### config.mk
export PLATFORM = sky130hd
export DESIGN_NAME = lsb_mem_responder
export DESIGN_NICKNAME = d
export VERILOG_FILES = /design/src/rtl/lsb_mem_responder.sv
export SDC_FILE = /design/constraint.sdc
export NUM_CORES = 1
export LEC_CHECK = 0
export BUFFER_PORTS_ARGS = -buffer_cell sky130_fd_sc_hd__clkbuf_2
export CELL_PAD_IN_SITES_DETAIL_PLACEMENT = 0
export CELL_PAD_IN_SITES_GLOBAL_PLACEMENT = 1
export CORE_ASPECT_RATIO = 0.75
export CORE_MARGIN = 4
export CORE_UTILIZATION = 41
export CTS_CLUSTER_SIZE = 20
export DETAILED_ROUTE_END_ITERATION = 8
export PLACE_DENSITY_LB_ADDON = 0.1
export SETUP_SLACK_MARGIN = 0.2
export SYNTH_ARGS = -nofsm -noshare
export SYNTH_HDL_FRONTEND = slang
export SYNTH_SLANG_ARGS = --single-unit
### constraint.sdc
create_clock -name clk_in -period 5.4 [get_ports clk_in]
set_clock_uncertainty 0.2 [all_clocks]
set_input_delay 0.54 -clock clk_in [delete_from_list [all_inputs] [get_ports clk_in]]
set_output_delay 0.54 -clock clk_in [all_outputs]
set_load 0.005 [all_outputs]
### src/rtl/lsb_mem_responder.sv
// lsb_mem_responder
// -----------------------------------------------------------------------------
// Responder end of the load/store buffer's cache request interface. It accepts
// one request at a time and turns each byte, halfword or word access into a
// sequence of single-byte transactions on a byte-wide synchronous RAM/IO bus.
// Load bytes are reassembled (little-endian), sign- or zero-extended, and
// returned with a one-cycle cache_ready pulse.
//
// Ports
//   clk_in, rst_in        clock, asynchronous active-high reset
//   rdy_in                global enable; low freezes every register
//   cache_valid           request present, held until cache_ready
//   cache_wr              1 = store, 0 = load
//   cache_size[2:0]       [1:0] 0 byte / 1 half / 2,3 word; [2] 1 = zero-extend
//   cache_addr            byte address of the first byte
//   cache_value           store data, little-endian
//   cache_ready           one-cycle completion pulse
//   cache_res             load result (0 for stores), valid with cache_ready
//   mem_din               RAM read byte for the address presented last cycle
//   mem_dout, mem_a       RAM write byte / byte address
//   mem_wr                write strobe
//   io_buffer_full        IO output buffer full; stalls IO-region stores
// -----------------------------------------------------------------------------
module lsb_mem_responder #(
    parameter int         ADDR_WIDTH = 32,
    parameter logic [1:0] IO_HI      = 2'b11
) (
    input  logic                  clk_in,
    input  logic                  rst_in,
    input  logic                  rdy_in,
    input  logic                  cache_valid,
    input  logic                  cache_wr,
    input  logic [2:0]            cache_size,
    input  logic [ADDR_WIDTH-1:0] cache_addr,
    input  logic [31:0]           cache_value,
    output logic                  cache_ready,
    output logic [31:0]           cache_res,
    input  logic [7:0]            mem_din,
    output logic [7:0]            mem_dout,
    output logic [ADDR_WIDTH-1:0] mem_a,
    output logic                  mem_wr,
    input  logic                  io_buffer_full
);

    typedef enum logic [1:0] {IDLE, READ, WRITE, DONE} state_t;

    state_t                state_q, state_d;
    logic [2:0]            cnt_q, cnt_d;
    logic                  wr_q, wr_d;
    logic [2:0]            size_q, size_d;
    logic [ADDR_WIDTH-1:0] addr_q, addr_d;
    logic [31:0]           value_q, value_d;
    logic [31:0]           rd_q, rd_d;
    logic [31:0]           res_q, res_d;
    logic [ADDR_WIDTH-1:0] mem_a_q, mem_a_d;
    logic [7:0]            mem_dout_q, mem_dout_d;

    logic [2:0]  nbytes;
    logic [2:0]  cnt_inc;
    logic [1:0]  rd_idx;
    logic [31:0] rd_asm;
    logic [31:0] rd_ext;
    logic        io_stall;

    always_comb begin
        case (size_q[1:0])
            2'd0:    nbytes = 3'd1;
            2'd1:    nbytes = 3'd2;
            default: nbytes = 3'd4;
        endcase
    end

    assign cnt_inc  = cnt_q + 3'd1;
    assign io_stall = (state_q == WRITE) && (addr_q[17:16] == IO_HI) && io_buffer_full;

    // In READ, the cycle with counter c (c >= 1) receives byte c-1 on mem_din.
    // rd_asm is the buffer with that byte merged in, so the final byte can be
    // extended and registered on the same edge it arrives.
    always_comb begin
        rd_idx = 2'(cnt_q - 3'd1);
        rd_asm = rd_q;
        if (cnt_q != 3'd0)
            rd_asm[{rd_idx, 3'b000} +: 8] = mem_din;
    end

    always_comb begin
        case (size_q[1:0])
            2'd0:    rd_ext = {{24{~size_q[2] & rd_asm[7]}},  rd_asm[7:0]};
            2'd1:    rd_ext = {{16{~size_q[2] & rd_asm[15]}}, rd_asm[15:0]};
            default: rd_ext = rd_asm;
        endcase
    end

    always_comb begin
        state_d    = state_q;
        cnt_d      = cnt_q;
        wr_d       = wr_q;
        size_d     = size_q;
        addr_d     = addr_q;
        value_d    = value_q;
        rd_d       = rd_q;
        res_d      = res_q;
        mem_a_d    = mem_a_q;
        mem_dout_d = mem_dout_q;
        case (state_q)
            IDLE: begin
                if (cache_valid) begin
                    wr_d    = cache_wr;
                    size_d  = cache_size;
                    addr_d  = cache_addr;
                    value_d = cache_value;
                    cnt_d   = 3'd0;
                    rd_d    = 32'd0;
                    res_d   = 32'd0;
                    mem_a_d = cache_addr;
                    if (cache_wr) begin
                        mem_dout_d = cache_value[7:0];
                        state_d    = WRITE;
                    end else begin
                        state_d    = READ;
                    end
                end
            end
            READ: begin
                if (cnt_q != 3'd0)
                    rd_d = rd_asm;
                if (cnt_q == nbytes) begin
                    res_d   = rd_ext;
                    state_d = DONE;
                end else begin
                    cnt_d = cnt_inc;
                    // Past the last byte the address just holds.
                    if (cnt_inc < nbytes)
                        mem_a_d = addr_q + ADDR_WIDTH'(cnt_inc);
                end
            end
            WRITE: begin
                if (!io_stall) begin
                    if (cnt_inc == nbytes) begin
                        state_d = DONE;
                    end else begin
                        cnt_d      = cnt_inc;
                        mem_a_d    = addr_q + ADDR_WIDTH'(cnt_inc);
                        mem_dout_d = value_q[{cnt_inc[1:0], 3'b000} +: 8];
                    end
                end
            end
            DONE:    state_d = IDLE;
            default: state_d = IDLE;
        endcase
    end

    always_ff @(posedge clk_in or posedge rst_in) begin
        if (rst_in) begin
            state_q    <= IDLE;
            cnt_q      <= 3'd0;
            wr_q       <= 1'b0;
            size_q     <= 3'd0;
            addr_q     <= '0;
            value_q    <= 32'd0;
            rd_q       <= 32'd0;
            res_q      <= 32'd0;
            mem_a_q    <= '0;
            mem_dout_q <= 8'd0;
        end else if (rdy_in) begin
            state_q    <= state_d;
            cnt_q      <= cnt_d;
            wr_q       <= wr_d;
            size_q     <= size_d;
            addr_q     <= addr_d;
            value_q    <= value_d;
            rd_q       <= rd_d;
            res_q      <= res_d;
            mem_a_q    <= mem_a_d;
            mem_dout_q <= mem_dout_d;
        end
    end

    // While frozen mid-read, present the address of the byte the next enabled
    // cycle expects, so the synchronous RAM returns the right data on resume
    // even though the read pipeline registers are held.
    always_comb begin
        mem_a = mem_a_q;
        if (!rdy_in && state_q == READ && cnt_q != 3'd0)
            mem_a = addr_q + ADDR_WIDTH'(cnt_q) - ADDR_WIDTH'(1);
    end

    assign mem_dout    = mem_dout_q;
    assign mem_wr      = rdy_in && (state_q == WRITE) && !io_stall;
    assign cache_ready = rdy_in && (state_q == DONE);
    assign cache_res   = res_q;

endmodule

# Word level (Yosys, flattened, before mapping)
# Cells that the tools add are included.
# word_totals
wordCells	92
ff_bits	176
in_bits	81
output_inout_bits	74
# classes
n_mux	32
n_lt_le_gt_ge	1
n_reduce_logical	22
shifts	3
addsub	6
bitwise	3
eq_ne	16
# ops
cell	n
32-bit 2-to-1 mux	10
32-bit one-hot mux with 2 select lines	3
32-bit one-hot mux with 3 select lines	1
32-bit by 3-bit adder with 32-bit output	2
32-bit bitwise mux	1
8-bit 2-to-1 mux	4
8-bit by 7-bit variable shift with 32-bit output (first input constant)	1
32-bit by 6-bit variable part select with 8-bit output	1
8-bit by 7-bit variable part select with 32-bit output	1
32-bit by 1-bit subtractor with 32-bit output (second input constant)	1
2-bit != test (second input constant)	8
8-bit one-hot mux with 2 select lines	1
3-bit 2-to-1 mux	4
6-bit AND reduction	2
2-bit 2-to-1 mux	5
3-bit one-hot mux with 3 select lines	1
2-bit one-hot mux with 4 select lines	1
4-bit AND reduction	2
1-bit logical AND	7
5-bit negation with 7-bit output	1
7-bit AND reduction	1
2-bit == test (second input constant)	3
3-bit == test	2
3-bit one-hot mux with 2 select lines	1
13 further kinds	19

# Depth between registers and ports, before layout
# logic_depth
word_depth	9
mapped_depth	14
mapped_depth_nobuf	13

# Worst setup path before layout
# No wires, ideal clock.
# synth_path
path_type	flip-flop to flip-flop
startpoint	register cnt_q[0]
endpoint	register mem_a_q[30]
n_path_buf	2
setup_time_ps	126
arrival_time_ps	3449
path_slack_ps	1625
path_stages_with_launch	13
period_less_slack_ps	3775
required_ps	5074
cell_sequence	dfrtp_1 > buf_2 > inv_1 > ha_1 > clkbuf_1 > inv_1 > fa_1 > and2b_1 > o2111ai_2 > nor4_1 > nand4_1 > xnor2_1 > a221o_1
# synth_via
elab_chain_len	5
elab_cells_between_ends	14
classes_between	add/sub (2); order compare (1); eq/ne (5); mux (5); reduce/logical (1)
# synth_lines
item	line	text
from (decl)	48	logic [2:0] cnt_q, cnt_d;
from (signal assigned)	167	cnt_q <= cnt_d;
3-bit by 1-bit adder with 3-bit output	73	assign cnt_inc = cnt_q + 3'd1;
32-bit by 3-bit adder with 32-bit output	134, 143	
32-bit 2-to-1 mux (on tied branches)	139, 133	
32-bit 2-to-1 mux (on tied branches)	138, 127	
32-bit one-hot mux with 3 select lines	105	case (state_q)
to (signal assigned)	174	mem_a_q <= mem_a_d;
to (decl)	55	logic [ADDR_WIDTH-1:0] mem_a_q, mem_a_d;
# Several ways; a longest one is shown, not always the timed one. The select of a mux whose other input is x is not followed.
# A chain may end at the register's enable or synchronous reset.

# Worst setup path after layout
# layout_path
startpoint	register cnt_q[1]
endpoint	output mem_a[25]
# layout_via
elab_chain_len	3
elab_cells_between_ends	5
classes_between	add/sub (2); mux (1); reduce/logical (2)
# layout_lines
item	line	text
32-bit by 3-bit adder with 32-bit output or 3-bit nonzero test (tied branches)	185, 184	
32-bit by 1-bit subtractor with 32-bit output or 1-bit logical AND (tied branches)	185, 184	
32-bit 2-to-1 mux *	184	if (!rdy_in && state_q == READ && cnt_q != 3'd0)
to (decl)	40	output logic [ADDR_WIDTH-1:0] mem_a,
# Every way passes the cells marked *; elsewhere a longest branch is shown, timed or not.

==> results.yml <==
route:
  first_pass_iters: 5
  first_iter_violations: 625
  detail_route.wl_per_cell_um: 19.0
  vias_per_cell: 5.45
  finalWirelength_um: 31900
  final_antenna_net_count: 0
  drcViolationCount: 0
  vias: 9123
layout:
  nets: 1470
  final_cell_mix: "nand2_1 (190), dfrtp_1 (176), clkbuf_2 (154)"
  layout_commonest_cell: "nand2_1"
  antenna_cells: 0
  drive_above_1_share_pct: 22.5
  area_growth_pct: 14.0
  fill_cells: 2709
worst_setup_path:
  required_ns: 4.66
  critPathLaunchType: "flip-flop"
  r2r-start: "cnt_q[1]"
  crit_path_max_fanout: 6
  crit_family: "simple AND/OR/NAND/NOR gates"
  r2r_cells: 11
  cp_num_buf_inv: 4
  crit_arrival_ns: 3.69
  max_stage_delay_ns: 0.48
  crit_type: "reg2out"
  r2r-end: "mem_a_q[31]"
  cp-end-kind: "output pin"
  path_cells: "inv_1 > ha_1 > inv_1 > ha_1 > inv_1 > fa_1 > nand2b_1 > a21oi_1 > o21a_1 > a21oi_1 > nor2b_4 > or4_1 > nand3_1 > clkbuf_2"
  crit_top_cell: "inv_1"
  r2r_slack_ns: 1.71
  critical-path-slowest-cell: "or4_1"
synth:
  yosys-top-cells-area: "dfrtp_1 (39%), ha_1 (8.5%), mux2_2 (6.8%), nand2_1 (6.4%), o21ai_0 (5.4%)"
  synth_edf_count: 0
  async_flop_share_pct: 100
  yosysSeqAreaShare_pct: 39.4
  mappedNetlistNets: 1356
  yosysWarnings: 0
  synth.distinct_cells: 72
  yosys_register_bits: 176
  synth_largest_area_cell: "dfrtp_1"
  synth_flop_cell: "dfrtp_1"
  synth_top_cell_area_share_pct: 39.4
  synthCells: 1197
  avgSynthCellArea_um2: 9.34
  syn_area_um2: 11200
sta:
  slew_viol_final: 0
  tns_ns: 0
  setup_viol: 0
  min_period_over_period_pct: 82.0
  worstMarginPinSlew_ns: 1.18
  hold_violations: 0
  worst_slack_ns: 0.971
  clock.fmax_mhz: 226
  slew-limit-headroom_pct: 21.1
  grt_setup_unrepaired: "no"
  period_needed_ns: 4.43
status:
  status: "finished, final reports clean"
pwr:
  p_sw_mw: 4.27
  power_density_nw_per_um2: 703
  switching_share_pct: 47.6
  p_leak_nw: 5.94
  p_clk_share_pct: 13.6
  vdd_drop_max_uv: 364
  comb_power_share_pct: 61.1
  p_int_mw: 4.70
  power.share.sequential_pct: 25.4
floorplan:
  core_area_um2: 26900
  die_x_um: 199
  initial_utilization_pct: 41.5
  dieArea_um2: 30000
  io_pins: 155
  die_height_um: 151
  rows: 52
clock_tree:
  cts.clk_slew.worst_paths_ns: 0.07
  cts_max_path_buffers: 2
  clock_latency_ns: 0.44
  cts_buffers: 17
  cts_sinks: 176
  cts_setup_buffers: 0
  cts_tree: "yes"
  htreeDepth: 4
  ctsHoldBuffers: 0
  cts_resized: 0
  cts-root-buf: "clkbuf_16"
run:
  max_cap_viol_count: 0
global_routing:
  grt_max_degree: 177
  grt_antenna_before_repair: 0
  grt-ovfl-total: 0
  grt_pass1_vias: 8869
  grt_pass1_wl_um: 50700
  track_usage_pct: 21.5
placement:
  dp_hpwl_um: 23300
  io_buffers: 154
  dp_slack_ns: 1.44
  gp_congestion: 0.834
worst_hold_path:
  worstHoldPathType: "in2async"
-- Yosys cell counts (all sizes together), types with 3 or more instances --
library cell,number
o211ai,5
xnor2,41
and2,5
mux2i,12
ha,76
nand4,19
o31ai,8
inv,58
nand3,29
or2,3
o21ai,126
a221o,7
a21oi,66
nor4,14
clkbuf,45
nand2b,9
dfrtp,176
o21a,10
buf,23
mux2,68
a31oi,5
mux4,8
a211oi,12
nor3,24
nor3b,9
nand2,190
and3,3
xor2,12
a211o,3
nor2,41
a21o,20
a22o,25
nor2b,7
a32o,7
-- layer usage --
metal  GRT usage [%]  routed length, µm
met1            35.5              17300
met2            29.0              12800
met3            4.25               1630
met4            3.62                190
met5               0                  0
-- cells by family (layout without fill, tap and decap cells) --
kind of cell               count (synthesis)  in the layout  share of synthesized area (%)
buffers and inverters                    127            254                           4.71
DFF                                      176            176                           39.4
AOI/OAI and AO/OA                        311            311                           18.1
muxes                                     88             88                           9.53
and+or+nand+nor                          364            364                           15.3
adders and majority gates                 78             78                           8.86
xor gates and xnor gates                  53             53                           4.15
-- power groups by stage --
stage | Clock, mW | Combinational [mW] | Sequential (mW)
3_5_place_dp | 0 | 5.46 | 2.30
6_report | 1.22 | 5.47 | 2.28
3_3_place_gp | 0 | 5.45 | 2.28
4_1_cts | 1.25 | 5.49 | 2.28
2_1_floorplan | 0 | 4.03 | 2.17
5_1_grt | 1.31 | 6.13 | 2.35
-- cell type report --
| type | count | area (µm²) | area share, % |
|---|---|---|---|
| multi-input combinational | 894 | 6270 | 49.1 |
| clock buffer | 21 | 460 | 3.61 |
| tap | 351 | 439 | 3.44 |
| inverter | 59 | 225 | 1.77 |
| clock inverter | 11 | 105 | 0.824 |
| timing repair buffer | 163 | 851 | 6.67 |
| sequential | 176 | 4400 | 34.5 |
-- through the flow --
stage                     hold slack [ns]  utilization (%)  power (mW)  instances  instance area, µm²
final                              0.0717             47.3        8.97       1675               12800
after global routing                0.115             47.3        9.80       1675               12800
after CTS                           0.109             47.3        9.02       1675               12800
after detailed placement            0.266             45.2        7.76       1643               12200
after global placement              0.259             45.2        7.74       1643               12200
after floorplan                     0.246                -        6.21       1197               11200
-- worst min-delay path, delay by kind of cell --
family,cells,cell delay [ns]
buffers and inverters,3,0.70
-- registers in the layout (all words and copies together), names as in the netlist --
name,count
addr_q,32
cache_res,32
cnt_q,3
mem_a_q,32
mem_dout,8
rd_q,32
size_q,3
state_q,2
value_q,32
-- how the worst max path moves through the flow --
stage | slack (ns) | start | end | cells after the start
final | 0.97 | cnt_q[1] | mem_a[25] | 14
after global routing | 0.73 | cnt_q[2] | mem_a[26] | 12
after CTS | 0.96 | cnt_q[1] | mem_a[25] | 14
after detailed placement | 1.44 | cnt_q[1] | mem_a[25] | 14
after global placement | 1.46 | cnt_q[1] | mem_a[25] | 14
after floorplan | 1.62 | cnt_q[0] | mem_a_q[30] | 12
(Power assumes the default switching activity.)
